==> src/rtl/mano_cache_ctrl.sv <==
// Direct-mapped, write-through, no-write-allocate cache controller between the
// control/data path and a req/ack main-memory port. One word per line.
module mano_cache_ctrl #(
  parameter int ADDR_W  = 12,
  parameter int DATA_W  = 16,
  parameter int INDEX_W = 4,
  parameter int CNT_W   = 16
) (
  input  logic              mclk,
  input  logic              mrst,
  input  logic              cs_mem_rd,
  input  logic              cs_mem_wr,
  input  logic [ADDR_W-1:0] addr,
  input  logic [DATA_W-1:0] wdata,
  output logic [DATA_W-1:0] rdata,
  output logic              cache_hit,
  output logic              mem_req,
  output logic              mem_we,
  output logic [ADDR_W-1:0] mem_addr,
  output logic [DATA_W-1:0] mem_wdata,
  input  logic [DATA_W-1:0] mem_rdata,
  input  logic              mem_ack,
  output logic [CNT_W-1:0]  hit_cnt,
  output logic [CNT_W-1:0]  miss_cnt
);

  localparam int LINES = 1 << INDEX_W;
  localparam int TAG_W = ADDR_W - INDEX_W;

  typedef enum logic [1:0] {IDLE, RD_MISS, WR_THRU} state_t;

  state_t              r_state, w_state_nxt;
  logic                r_done;
  logic [LINES-1:0]    r_valid;
  logic [TAG_W-1:0]    r_tag_arr  [LINES];
  logic [DATA_W-1:0]   r_data_arr [LINES];
  logic                r_mem_req, r_mem_we;
  logic [ADDR_W-1:0]   r_mem_addr;
  logic [DATA_W-1:0]   r_mem_wdata;
  logic [CNT_W-1:0]    r_hit_cnt, r_miss_cnt;

  logic [INDEX_W-1:0]  w_idx;
  logic [TAG_W-1:0]    w_tag;
  logic                w_lookup_hit;
  logic                w_cache_hit;
  logic                w_start_wr, w_start_rd, w_hit_inc, w_fill, w_wr_done;

  assign w_idx        = addr[INDEX_W-1:0];
  assign w_tag        = addr[ADDR_W-1:INDEX_W];
  assign w_lookup_hit = r_valid[w_idx] && (r_tag_arr[w_idx] == w_tag);

  always_comb begin
    w_state_nxt = r_state;
    w_cache_hit = 1'b0;
    w_start_wr  = 1'b0;
    w_start_rd  = 1'b0;
    w_hit_inc   = 1'b0;
    w_fill      = 1'b0;
    w_wr_done   = 1'b0;
    case (r_state)
      IDLE: begin
        if (r_done) begin
          w_cache_hit = 1'b1;
        end else if (cs_mem_wr) begin
          w_start_wr  = 1'b1;
          w_state_nxt = WR_THRU;
        end else if (cs_mem_rd) begin
          w_cache_hit = w_lookup_hit;
          if (w_lookup_hit) begin
            w_hit_inc = 1'b1;
          end else begin
            w_start_rd  = 1'b1;
            w_state_nxt = RD_MISS;
          end
        end else begin
          w_cache_hit = 1'b1;
        end
      end
      RD_MISS: begin
        if (mem_ack) begin
          w_fill      = 1'b1;
          w_state_nxt = IDLE;
        end
      end
      WR_THRU: begin
        if (mem_ack) begin
          w_wr_done   = 1'b1;
          w_state_nxt = IDLE;
        end
      end
      default: w_state_nxt = IDLE;
    endcase
  end

  always_ff @(posedge mclk) begin
    if (mrst) r_state <= IDLE;
    else      r_state <= w_state_nxt;
  end

  always_ff @(posedge mclk) begin
    if (mrst) begin
      r_valid     <= '0;
      r_done      <= 1'b0;
      r_mem_req   <= 1'b0;
      r_mem_we    <= 1'b0;
      r_mem_addr  <= '0;
      r_mem_wdata <= '0;
      r_hit_cnt   <= '0;
      r_miss_cnt  <= '0;
    end else begin
      // done can only be set from a wait state, so this also clears it after one cycle
      r_done <= w_fill | w_wr_done;
      if (w_start_wr) begin
        r_mem_req   <= 1'b1;
        r_mem_we    <= 1'b1;
        r_mem_addr  <= addr;
        r_mem_wdata <= wdata;
      end
      if (w_start_rd) begin
        r_mem_req  <= 1'b1;
        r_mem_we   <= 1'b0;
        r_mem_addr <= addr;
        if (r_miss_cnt != '1) r_miss_cnt <= r_miss_cnt + 1'b1;
      end
      if (w_hit_inc && (r_hit_cnt != '1)) r_hit_cnt <= r_hit_cnt + 1'b1;
      if (w_fill | w_wr_done) begin
        r_mem_req <= 1'b0;
        r_mem_we  <= 1'b0;
      end
      if (w_fill) r_valid[w_idx] <= 1'b1;
    end
  end

  // Tag/data storage needs no reset: the valid bits gate every use.
  always_ff @(posedge mclk) begin
    if (w_fill) begin
      r_tag_arr[w_idx]  <= w_tag;
      r_data_arr[w_idx] <= mem_rdata;
    end else if (w_wr_done && w_lookup_hit) begin
      r_data_arr[w_idx] <= wdata;
    end
  end

  assign cache_hit = w_cache_hit & ~mrst;
  assign rdata     = r_data_arr[w_idx];
  assign mem_req   = r_mem_req;
  assign mem_we    = r_mem_we;
  assign mem_addr  = r_mem_addr;
  assign mem_wdata = r_mem_wdata;
  assign hit_cnt   = r_hit_cnt;
  assign miss_cnt  = r_miss_cnt;

endmodule

==> config.mk <==
export PLATFORM = sky130hd
export DESIGN_NAME = mano_cache_ctrl
export DESIGN_NICKNAME = d
export VERILOG_FILES = /design/src/rtl/mano_cache_ctrl.sv
export SDC_FILE = /design/constraint.sdc
export NUM_CORES = 1
export LEC_CHECK = 0
export ABC_AREA = 1
export CORE_ASPECT_RATIO = 0.6
export CORE_UTILIZATION = 40
export DETAILED_ROUTE_END_ITERATION = 7
export GPL_TIMING_DRIVEN = 1
export PLACE_DENSITY = 0.58
export SLEW_MARGIN = 20
export SYNTH_ARGS = -nofsm -noshare
export SYNTH_HDL_FRONTEND = slang
export SYNTH_SLANG_ARGS = --single-unit
==> constraint.sdc <==
create_clock -name mclk -period 3.6 [get_ports mclk]
set_input_delay 0.72 -clock mclk [delete_from_list [all_inputs] [get_ports mclk]]
set_output_delay 0.72 -clock mclk [all_outputs]
set_load 0.05 [all_outputs]
== Word level (Yosys, flattened, before mapping) ==
Memories as Yosys holds them, arrays and structs flattened.
Index checks and enable logic that the tools add are counted.
Operators by class
  add/subtract/negate cells: 2
  order comparisons: 2
  equality and inequality tests: 9
  mux-type cells: 40
  bitwise gates (word level): 5
  reduce and logical (&&, ||, !) cells: 11
Operators with widths (number)
  $add A16 B1 Y16 const B: 2
  $ne A16 B16 Y1 const B: 2
  $mux W1: 29
  $mux W12: 2
  $mux W16: 1
  $or A16 B16 Y16: 1
  $mux W2: 5
  $eq A8 B8 Y1: 1
  $ne A3 B3 Y1 const B: 2
  $lt A4 B5 Y1 const B: 1
  $bmux W1 S4: 1
  $demux W1 S4: 1
  $ge A4 B1 Y1 const B: 1
  $logic_and A1 B1 Y1: 4
  $pmux W2 S2: 1
  $reduce_and A4 Y1: 1
  $reduce_or A2 Y1: 2
  $reduce_or A3 Y1: 1
  $eq A2 B1 Y1 const B: 1
  $eq A2 B2 Y1 const B: 1
  $logic_not A2 Y1: 1
  $ne A2 B1 Y1 const B: 1
  $ne A2 B2 Y1 const B: 1
  $or A1 B1 Y1: 2
  4 further kinds: 4
Storage, ports and cells
  register bits after elaboration: 81
  bits in writable memories: 384
  bits of input ports: 49
  output and inout bits: 79
  word-level logic and storage cells: 80
  memories: 2
Memories
  r_data_arr: words 16, bits a word 16, read ports 1, clocked after memory_dff 0, wr ports 1, RTL line 36  | logic [DATA_W-1:0] r_data_arr [LINES];
  r_tag_arr: words 16, bits a word 8, read ports 1, clocked after memory_dff 0, wr ports 1, RTL line 35  | logic [TAG_W-1:0] r_tag_arr [LINES];

== Logic depth before layout (Yosys ltp) ==
Gate-level depths: netlist of the first run.
  word-level depth: 9
  mapped depth: 21
  mapped depth without buffers: 19

== Least setup slack after synthesis of the first run ==
Ideal clock, no wire load.
  path kind: input -> output
  start: input port addr[0]
  end: output port cache_hit
  data arrival time: 2972 ps
  required time: 2880 ps
  path slack: -92 ps
  cell stages on the path: 15
  path buffers: 2
  path through: buf_4 > nand2_1 > inv_2 > buf_2 > nand2_1 > nand2_1 > o21ai_0 > nand2_1 > nor2_1 > nor2_1 > nor2_2 > nand3_2 > nor2_8 > o21ai_0 > a21oi_1
Between the ends
  cells in the longest elaborated chain, start to end: 8
  elaborated cells between the ends (all ways): 10
  those cells by class: eq/ne (1); mux (6); bitwise (1); reduce/logical (1); memory (1)
RTL lines
  from (decl): RTL line 13  | input logic [ADDR_W-1:0] addr,
  $mem_v2 Z16 W8 / $bmux W1 S4 (equally long branches)
  $eq A8 B8 Y1 / $mux W1 (equally long branches): RTL line 50  | assign w_lookup_hit = r_valid[w_idx] && (r_tag_arr[w_idx] == w_tag);
  $logic_and A1 B1 Y1 *: RTL line 50
  $mux W1 *: RTL line 67  | end else if (cs_mem_rd) begin
  $mux W1 *: RTL line 64  | end else if (cs_mem_wr) begin
  $mux W1 *: RTL line 62  | if (r_done) begin
  $mux W1 *: RTL line 60  | case (r_state)
  $and A1 B1 Y1 *: RTL line 144  | assign cache_hit = w_cache_hit & ~mrst;
  to (decl): RTL line 16  | output logic cache_hit,
Mark *: on every way between the ends. The rest lies on a longest branch, timed or not. The select of a mux whose other input is x is not followed.

== Final worst setup path of the first run ==
  start: input port addr[2]
  end: output port cache_hit
The elaborated chain is that of the path after synthesis.

==> key figures, run 1 <==
Run status
  • Outcome: complete, no violations

STA
  • Final Max Tran Viols: 0
  • Fmax achieved: 286 MHz
  • Unrepaired setup endpoints after global routing: yes
  • Setup Skew: 27.4 ps
  • Post-route setup slack: 98.5 ps
  • Final hold vios: 0
  • # setup viols final: 0
  • Tcrit/Tclk final: 97.3%
  • Least-Margin Pin Slew: 854 ps
  • Crit path time final: 3500 ps
  • Worst slew margin relative to its limit: 42.6%

Logic synthesis
  • Count of cell types in the netlist: 34
  • Seq/Total Area, Yosys: 69.9%
  • Post-synthesis register bit count: 465
  • Synth Cell Area: 18,800 um2
  • Ys Warns: 0
  • Syn_area_per_cell: 11.6 um2
  • Syn_nets: 1,678
  • Cells after Synth: 1,624

Detailed routing
  • DR WL/cell: 20.7 um
  • DR vias: 13,400
  • Total Wirelength: 52,100 um
  • Pre-antenna DRT Iters: 5
  • Via density: 5.31
  • Final ANT Viol Nets: 0
  • Drt drc: 0
  • Initial DRC Count: 1,174

Power
  • Combinational Power Share: 16.6%
  • P_sw: 3530 uW
  • Reg power frac: 46.8%
  • Clock Power Share: 36.6%
  • Internal power: 9550 uW
  • Net Sw Frac: 27.0%
  • VDD IR max: 0.435 mV
  • Static leakage: 0.00877 uW
  • P per Cell Area: 545 nW/um2

Worst setup path
  • Max incr delay on CP: 310 ps
  • FF-to-FF path depth: 17
  • Worst r2r src: r_tag_arr[15][2]
  • Slowest cell on the critical path: dlygate4sd2_1
  • Crit Path Class: primary input to primary output
  • Critical path buffer and inverter count: 4
  • Maximum fanout along the worst path: 10
  • Crit path from: addr[2]
  • CP endpoint kind: primary output
  • Crit. path cell count: 15
  • Critical Path AT: 2780 ps
  • Worst-path cell chain: dlygate4sd2_1 > buf_4 > nor2_4 > buf_12 > nand2_2 > nand2_2 > nor2_1 > nand2_1 > nand2_1 > nor2_4 > nand3_4 > nor2_8 > o21ai_2 > a21oi_2 > buf_12
  • Worst setup SP type: primary input
  • Critical Path RT: 2880 ps
  • CP delay by family, top: simple AND/OR/NAND/NOR gates

Clocking
  • Worst skew pair latency: 560 ps
  • Reg clk slew, reported paths: 60 ps
  • CTS Buffer Depth: 3
  • Inserted Clock Buffers: 44
  • H-Tree Level Count: 2
  • Num Clock Sinks: 465
  • CTS Root Cell: clkbuf_16
  • CTS tree: built

Final layout
  • Layout cells sized above 1: 14.7%
  • Most frequent cells in the layout: 446 x nand2_1, 384 x edfxtp_1, 129 x a22oi_1, 106 x clkdlybuf4s50_1, 92 x buf_4
  • Most common cell after layout, fill and taps aside: nand2_1
  • P&R area growth vs syn: 27.4%
  • Ant. Diodes: 0
  • Final net count: 1,911
  • Core Util, Final: 51.7%
  • Post-route insts no fill: 2,522

Placed design
  • Dpl ws: -306 ps
  • Dpl hpwl: 34,300 um
  • GP Congestion: 0.897
  • PortBufs: 127
  • Placed cells: 2,434

Global routing
  • First-pass GRT wire length: 77,600 um
  • Antenna violations before repair: 0
  • Vias in the first global route: 12,600
  • Global route overflow: 0
  • GRT Util Overall: 21.6%
  • Largest net degree at the start of global routing: 45

Min path
  • Hold_sp: r_valid[12]
  • Worst hold path depth: 1
  • Hold crit path type: register to register

Floorplan
  • I/O Pins: 128
  • Core Area: 46,400 um2
  • Die Y: 170 um
  • Initial Utilization: 40.6%
  • Core Rows: 61
  • Die ar.: 48,000 um2
  • DIE WIDTH: 282 um

Flow run
  • Max Cap Viol: 0
-- path summary, 6_finish.rpt --
check                      end  slack (ps)
min reg2reg        r_valid[12]         460
max reg2reg  r_data_arr[7][10]         860
min                r_valid[12]         460
max                  cache_hit         100
-- worst reg2reg max path: stages, from the launching register on --
cell and delay [ps]:
edfxtp_1 360, nand2_1 70, nand2_1 60, nand2_1 50, nand2_1 50, nand2_1 100, nand2_1 70, nor2_1 150
buf_4 130, nand2_1 50, nand2_1 70, nand2_1 50, nor2_1 190, nand3_2 140, o21a_1 240, buf_12 170
nor2_2 250, buf_4 220
-- metal layers --
layer  wire [um]  track usage [%]  up-vias
met4         607             3.69        0
met5           0                0        -
met3        4220             4.38       52
met2       22100             31.1      463
met1       25200             33.7     6632
li1            -                -     6242
-- what timing repair did --
action                                  in CTS  in global routing
setup buffers                                5                  0
hold buffers                                 0                  0
endpoints found under the setup margin      11                  2
gates resized for setup                     18                 22
gates cloned                                 0                  2
pin swaps                                    9                  4
-- synth_stat cells (all sizes together) --
master  instances  area (um2)
xnor2           1        8.76
o21a           17         128
clkinv          1        3.75
clkbuf         47         176
inv            96         360
buf            37         193
xor2           10        87.6
nand3b          1        7.51
dfxtp          81        1620
nor4            5        31.3
a22oi         129         968
nand2         451        1700
nand4          27         184
nor3           18        90.1
a2111o         16         180
nand3          23         130
a21boi         32         240
ha              5        62.6
edfxtp        384       11500
o21ai          70         350
nor2          100         407
a21oi          71         355
o21bai          2        15.0
-- sequential cells by signal (all words and copies together), names as in the netlist, 2 cells and up --
signal / cells
mem_addr: 12
r_state: 2
hit_cnt: 16
r_data_arr: 256
miss_cnt: 16
r_tag_arr: 128
r_valid: 16
mem_wdata: 16
-- per-stage QoR --
step                      TNS (ps)  area (um2)  hold slack, ps  total power, uW
final                            0       24000             464            13100
after global routing         -14.8       24000             479            13500
after CTS                        0       23900             468            13200
after detailed placement    -84160       22300             453             8370
after global placement      -67720       22300             448             8350
after floorplan                  0       18800             440             7430
-- kinds of logic (layout without fill, tap and decap cells) --
group / Yosys count / in the layout / synth area share [%]
buffers and inverters: 181 / 449 / 3.89
AOI/OAI and AO/OA: 337 / 337 / 11.9
xor gates and xnor gates: 11 / 11 / 0.512
and+or+nand+nor: 625 / 625 / 13.5
DFF: 465 / 465 / 69.9
adders and majority gates: 5 / 5 / 0.332
-- area by class of cell --
class / count / area (um2)
Timing Repair Buffer: 271 / 3120
Multi-Input combinational cell: 978 / 5060
Inverter: 97 / 384
Fill cell: 4017 / 22400
Sequential cell: 465 / 13200
Clock inverter: 30 / 310
Tap cell: 630 / 788
Clock buffer: 51 / 1180
-- power by group through the flow --
stage	logic [uW]	registers [uW]	clock network [uW]
after floorplan	797	6630	0
after global placement	2120	6230	0
after detailed placement	2140	6230	0
after CTS	2160	6120	4880
after global routing	2330	6130	5080
final	2180	6120	4780
Power figures use the tool's default switching activity.
==> run 2, diff against run 1 <==
Settings changed: CAP_MARGIN from default to 25, SKIP_LAST_GASP from default to 1.
==> run 2 against run 1 <==
  * Hold slack about the same
  * Non-clock buffer count unchanged
  * Largest power group unchanged
  * Sequential share of layout area about the same
  * Clock power about the same
  * Utilization about the same
  * Global-route usage unchanged
  * Combinational power about the same
  * Highest routed layer unchanged
  * Die area unchanged
  * Total power about the same
  * Register-to-register slack about the same
  * Sequential power about the same
==> key figures, run 2 (synthesis gave the netlist of run 1 again) <==
Global routing
  • GRT Util Overall: 21.6% (unchanged)
  • Global route overflow: 0 (unchanged)
  • First-pass GRT wire length: 77,600 um (unchanged)
  • Vias in the first global route: 12,600 (unchanged)
  • Largest net degree at the start of global routing: 45 (unchanged)
  • Antenna violations before repair: 0 (unchanged)

Power
  • Internal power: 9540 uW (was 9550 uW)
  • P per Cell Area: 545 nW/um2 (about the same)
  • Net Sw Frac: 27.0% (about the same)
  • Combinational Power Share: 16.6% (about the same)
  • Reg power frac: 46.8% (about the same)
  • Clock Power Share: 36.6% (about the same)
  • Static leakage: 0.00877 uW (about the same)
  • Total Power: 13,100 uW (about the same)
  • VDD IR max: 0.435 mV (about the same)
  • P_sw: 3530 uW (about the same)

Clocking
  • Num Clock Sinks: 465 (unchanged)
  • CTS tree: built (unchanged)
  • CTS Root Cell: clkbuf_16 (unchanged)
  • CTS Buffer Depth: 3 (unchanged)
  • Inserted Clock Buffers: 44 (unchanged)
  • Worst skew pair latency: 560 ps (about the same)
  • Hold_buf cts: 0 (unchanged)
  • H-Tree Level Count: 2 (unchanged)
  • Reg clk slew, reported paths: 60 ps (about the same)

Final layout
  • Design area: 24,000 um2 (about the same)
  • Layout cells sized above 1: 14.7% (unchanged)
  • Final net count: 1,911 (unchanged)
  • Largest register by flop count: r_data_arr (unchanged)
  • Most common cell after layout, fill and taps aside: nand2_1 (unchanged)
  • Top flop regs: r_data_arr (256), r_tag_arr (128) (unchanged)
  • Ant. Diodes: 0 (unchanged)
  • Max reg flops: 256 (unchanged)
  • P&R area growth vs syn: 27.4% (about the same)
  • Most frequent cells in the layout: 446 x nand2_1, 384 x edfxtp_1, 129 x a22oi_1, 106 x clkdlybuf4s50_1, 93 x buf_4 (was 446 x nand2_1, 384 x edfxtp_1, 129 x a22oi_1, 106 x clkdlybuf4s50_1, 92 x buf_4)

Worst setup path
  • Maximum fanout along the worst path: 12 (was 10)
  • CP endpoint kind: primary output (unchanged)
  • Worst setup SP type: primary input (unchanged)
  • Crit Path Class: primary input to primary output (unchanged)
  • Critical Path RT: 2880 ps (about the same)
  • Critical Path AT: 2800 ps (was 2780 ps)

STA
  • Sum Neg Setup Slack: 0 ps (unchanged)
  • Tcrit/Tclk final: 97.9% (was 97.3%)
  • Final hold vios: 0 (unchanged)
  • Post-route setup slack: 75.7 ps (was 98.5 ps)
  • Final Max Tran Viols: 0 (unchanged)
  • Worst slew margin relative to its limit: 41.3% (was 42.6%)
  • Least-Margin Pin Slew: 872 ps (was 854 ps)
  • Hold slack: 464 ps (about the same)
  • Crit path time final: 3520 ps (was 3500 ps)
  • # setup viols final: 0 (unchanged)
  • Fmax achieved: 284 MHz (was 286 MHz)
  • Setup Skew: 28.3 ps (was 27.4 ps)
  • Unrepaired setup endpoints after global routing: yes (unchanged)

Floorplan
  • Core Rows: 61 (unchanged)
  • Die Y: 170 um (unchanged)
  • DIE WIDTH: 282 um (unchanged)
  • Die ar.: 48,000 um2 (unchanged)
  • Initial Utilization: 40.6% (unchanged)
  • Core Area: 46,400 um2 (unchanged)
  • I/O Pins: 128 (unchanged)

Flow run
  • Max Cap Viol: 0 (unchanged)

Detailed routing
  • Pre-antenna DRT Iters: 6 (was 5)
  • DR vias: 13,400 (about the same)
  • Drt drc: 0 (unchanged)
  • Final ANT Viol Nets: 0 (unchanged)
  • Total Wirelength: 52,000 um (was 52,100 um)
  • Initial DRC Count: 1,179 (was 1,174)
  • Via density: 5.31 (about the same)
  • DR WL/cell: 20.6 um (was 20.7 um)

Placed design
  • Dpl ws: -306 ps (unchanged)
  • PortBufs: 127 (unchanged)
  • Dpl hpwl: 34,300 um (unchanged)
  • GP Congestion: 0.897 (unchanged)
  • Placed Area: 22,300 um2 (unchanged)

Run status
  • Outcome: complete, no violations (unchanged)

Min path
  • Hold crit path type: register to register (unchanged)
-- run 2: cell counts in the layout (fill, tap and decap cells not counted) --
Identical to the previous run, type by type.
-- run 2: metrics by stage --
step	instances	util, %
2_1_floorplan	1624	-
3_3_place_gp	2434	48.1
3_5_place_dp	2434	48.1
4_1_cts	2520	51.5
5_1_grt	2522	51.7
6_report	2522	51.7
-- run 2: final timing paths --
| path | start | to | slack (ps) | cells past startpoint |
|---|---|---|---|---|
| setup / recovery | addr[0] | cache_hit | 80 | 17 |
| hold / removal | r_valid[12] | r_valid[12] | 460 | 1 |
| setup reg to reg | r_tag_arr[10][4] | r_data_arr[7][10] | 870 | 18 |
| hold reg to reg | r_valid[12] | r_valid[12] | 460 | 1 |
-- run 2: layer usage --
metal | global-route usage, % | part of all wire [%] | up-vias
met3 | 4.38 | 7.7 | 47
li1 | - | - | 6240
met5 | 0 | 0 | -
met2 | 31.1 | 42 | 447
met4 | 3.69 | 1.1 | 0
met1 | 33.7 | 49 | 6649
-- run 2: final cells by class --
class	count	area [um2]
Sequential cell	465	13200
Inverter	97	382
Clock inverter	30	310
Tap cell	630	788
Timing Repair Buffer	271	3120
Fill cell	4020	22400
Multi-Input combinational cell	978	5060
Clock buffer	51	1180
-- run 2: critical path, cell delays in order --
cell and delay, ps:
buf_4 200, clkinv_8 120, buf_12 170, nand2_1 60, nand2_1 40, nand2_1 70
nand2_1 80, nand2_1 110, nand2_1 80, o21bai_1 120, nand2_1 120, nor2_4 170
nand3_4 120, nor2_8 160, o21ai_2 70, a21oi_2 220, buf_12 170
-- run 2: repair_timing --
item / in CTS / in global routing
gates cloned: 0 / 2
endpoints found under the setup margin: 11 / 2
buffers inserted: 5 / 0
gates resized for setup: 18 / 20
pin swaps: 9 / 3
-- run 2: power groups by stage --
stage | sequential [uW] | combinational (uW) | clock (uW)
global placement | 6230 | 2120 | 0
finish | 6120 | 2170 | 4780
detailed placement | 6230 | 2140 | 0
CTS | 6120 | 2160 | 4880
floorplan | 6630 | 797 | 0
global route | 6130 | 2330 | 5080
==> patch (config.mk and constraints of run 1) <==
Encoding of `state_t`: now one-hot (3 bits for 3 states).
--- a/src/rtl/mano_cache_ctrl.sv
+++ b/src/rtl/mano_cache_ctrl.sv
@@ -27,7 +27,7 @@
   localparam int LINES = 1 << INDEX_W;
   localparam int TAG_W = ADDR_W - INDEX_W;
 
-  typedef enum logic [1:0] {IDLE, RD_MISS, WR_THRU} state_t;
+  typedef enum logic [2:0] {IDLE = 3'b001, RD_MISS = 3'b010, WR_THRU = 3'b100} state_t;
 
   state_t              r_state, w_state_nxt;
   logic                r_done;
Check against the original RTL: same outputs for any inputs over 4 cycles, from zero or initial values and one cycle with mrst high; so few cycles prove little.
==> patch against run 1 <==
  * Power is 9.7% lower
  * Hold slack better by 0.0084 ns
  * Worst setup slack got worse by 0.060 ns
  * Routed wire length grew 4.5%
  * Area after synthesis fell by 0.62%
  * Sequential cell count up 1
  * Cell area up 0.57%
  * Sequential power shrank 3%
  * Largest cell class unchanged
  * Highest routed layer is now met5
==> patch: results (changes against run 1) <==
Detailed routing
  • Vias/cell: 5.30 (-0.20%)
  • Drt wl/cell: 21.0 um (+1.9%)
  • Iter 0 DRT Violations: 1,258 (+7.2%)

Critical path
  • Worst reg2reg setup slack: 0.82 ns (-0.04 ns)
  • R2r endpoint: r_data_arr[14][10]
  • Critical path launch point: addr[0]
  • Crit path DAT: 2.84 ns (+0.06 ns)
  • Reg-to-Reg Start: r_tag_arr[8][2]
  • Worst reg-to-reg path cell count: 19 (+2)

GRT
  • Vias in the first global route: 12,900 (+2.4%)
  • Largest net degree at the start of global routing: 34 (-24%)
  • Initial antenna violation count: 1 (+1)
  • Global-route wire length before repair: 80,500 um (+3.8%)
  • Total track usage: 22.7% (+1.1 points)

Outcome
  • Status: complete, no violations

Finish
  • Fill cells: 3,934 (-2.1%)
  • Final nets: 1,987 (+4.0%)
  • Layout cells sized above 1: 16.6% (+1.9 points)

Placed design
  • Buffers on Ports: 127 (unchanged)
  • Dpl ws: -0.438 ns (-0.133 ns)
  • Placed cell areas: 0.0224 mm^2 (+0.30%)
  • Dpl hpwl: 36,300 um (+5.8%)

Logic synthesis
  • Post-synth top cells: nand2_1 (427), edfxtp_1 (384), nor2_1 (157), a22oi_1 (128), a21oi_1 (113)
  • Syn_nets: 1,717 (+2.3%)
  • Sequential-to-total area share from yosys stat: 70.4% (+0.55 points)
  • Post-synthesis cell type count: 30 (-12%)
  • Ys flop type: edfxtp_1

Power and ir drop
  • Pleak: 8.87 nW (+1.2%)
  • Cell Pwr Density: 489 mW/mm^2 (-10%)
  • Net Sw Power: 0.00294 W (-17%)
  • Peak VDD IR: 0.348 mV (-20%)

Clock network
  • Worst-skew pair later-pin latency: 0.58 ns (+0.02 ns)
  • Total CTS buffers: 43 (-2.3%)
  • H-tree Lvls: 2 (unchanged)

Worst hold path
  • Worst Hold Endpoint: r_valid[1]
  • Hold path start: r_valid[1]
  • Hold path cells: 2 (+1)

Timing
  • Post-Route Skew: 0.0370 ns (+0.00961 ns)
  • Slew @ Worst Pin: 0.556 ns (-0.298 ns)
  • Hold WS: 0.473 ns (+0.00838 ns)
## patch: logic make-up (layout without fill, tap and decap cells)
logic type / after synthesis / count (layout) / synth area share, %
adder cells (fa/ha/maj): 2 / 2 / 0.134
XOR/XNOR: 1 / 1 / 0.0468
AND/OR/NAND/NOR: 675 / 675 / 14.6
AO/OA/AOI/OAI: 326 / 326 / 10.5
buffers and inverters: 196 / 497 / 4.25
flip-flops: 466 / 466 / 70.4
## patch: repair_timing
action / in CTS / in global routing
endpoints found under the setup margin: 17 / 3
pin swaps: 3 / 17
cloned: 3 / 3
resized for setup: 26 / 54
setup buffers: 3 / 6
## patch: routing by layer
metal / wire length (um) / track usage [%] / share of wire (%)
met5: 13 / 0 / 0.024
met4: 750 / 4.75 / 1.4
met2: 22000 / 30.7 / 41
met1: 26600 / 36.0 / 49
met3: 5010 / 5.92 / 9.2
## patch: worst max path at each step
stage / slack [ns] / end
final: 0.04 / cache_hit
after global routing: -0.09 / cache_hit
after CTS: 0.005 / cache_hit
after detailed placement: -0.44 / cache_hit
after global placement: -0.37 / cache_hit
after floorplan: 0.12 / cache_hit
## patch: critical path, stage by stage
cell	delay, ns
buf_8	0.12
clkbuf_16	0.17
buf_16	0.16
buf_4	0.13
nand2_1	0.04
nand2_1	0.05
nand2_1	0.05
nand2_1	0.05
nand2_1	0.05
nand2_1	0.11
o21ai_1	0.19
nand2_1	0.08
nor2_2	0.15
nand3_2	0.14
nand2_2	0.11
a21oi_2	0.05
or2_1	0.25
inv_2	0.07
buf_12	0.13
## patch: power groups by stage
| stage | logic [W] | registers (W) | clock network, W |
|---|---|---|---|
| 4_1_cts | 0.00139 | 0.00593 | 0.00451 |
| 6_report | 0.00143 | 0.00593 | 0.00445 |
| 3_5_place_dp | 0.00136 | 0.00605 | 0 |
| 3_3_place_gp | 0.00135 | 0.00605 | 0 |
| 5_1_grt | 0.00152 | 0.00594 | 0.00472 |
| 2_1_floorplan | 0.000506 | 0.00625 | 0 |
## patch: cell type report
class	instances	area, um^2	area share, %
Sequential cell	466	13200	54.6
Clock buffer	61	1210	5.03
Tap cell	620	776	3.22
Inverter	118	458	1.90
Timing Repair Buffer	303	3410	14.1
Clock inverter	15	130	0.539
Multi-Input combinational cell	1004	4960	20.6
## patch: through the flow
stage | instances | utilization [%]
after floorplan | 1666 | -
after global placement | 2496 | 49.2
after detailed placement | 2496 | 49.2
after CTS | 2578 | 52.5
after global routing | 2587 | 53.0
final | 2587 | 53.0
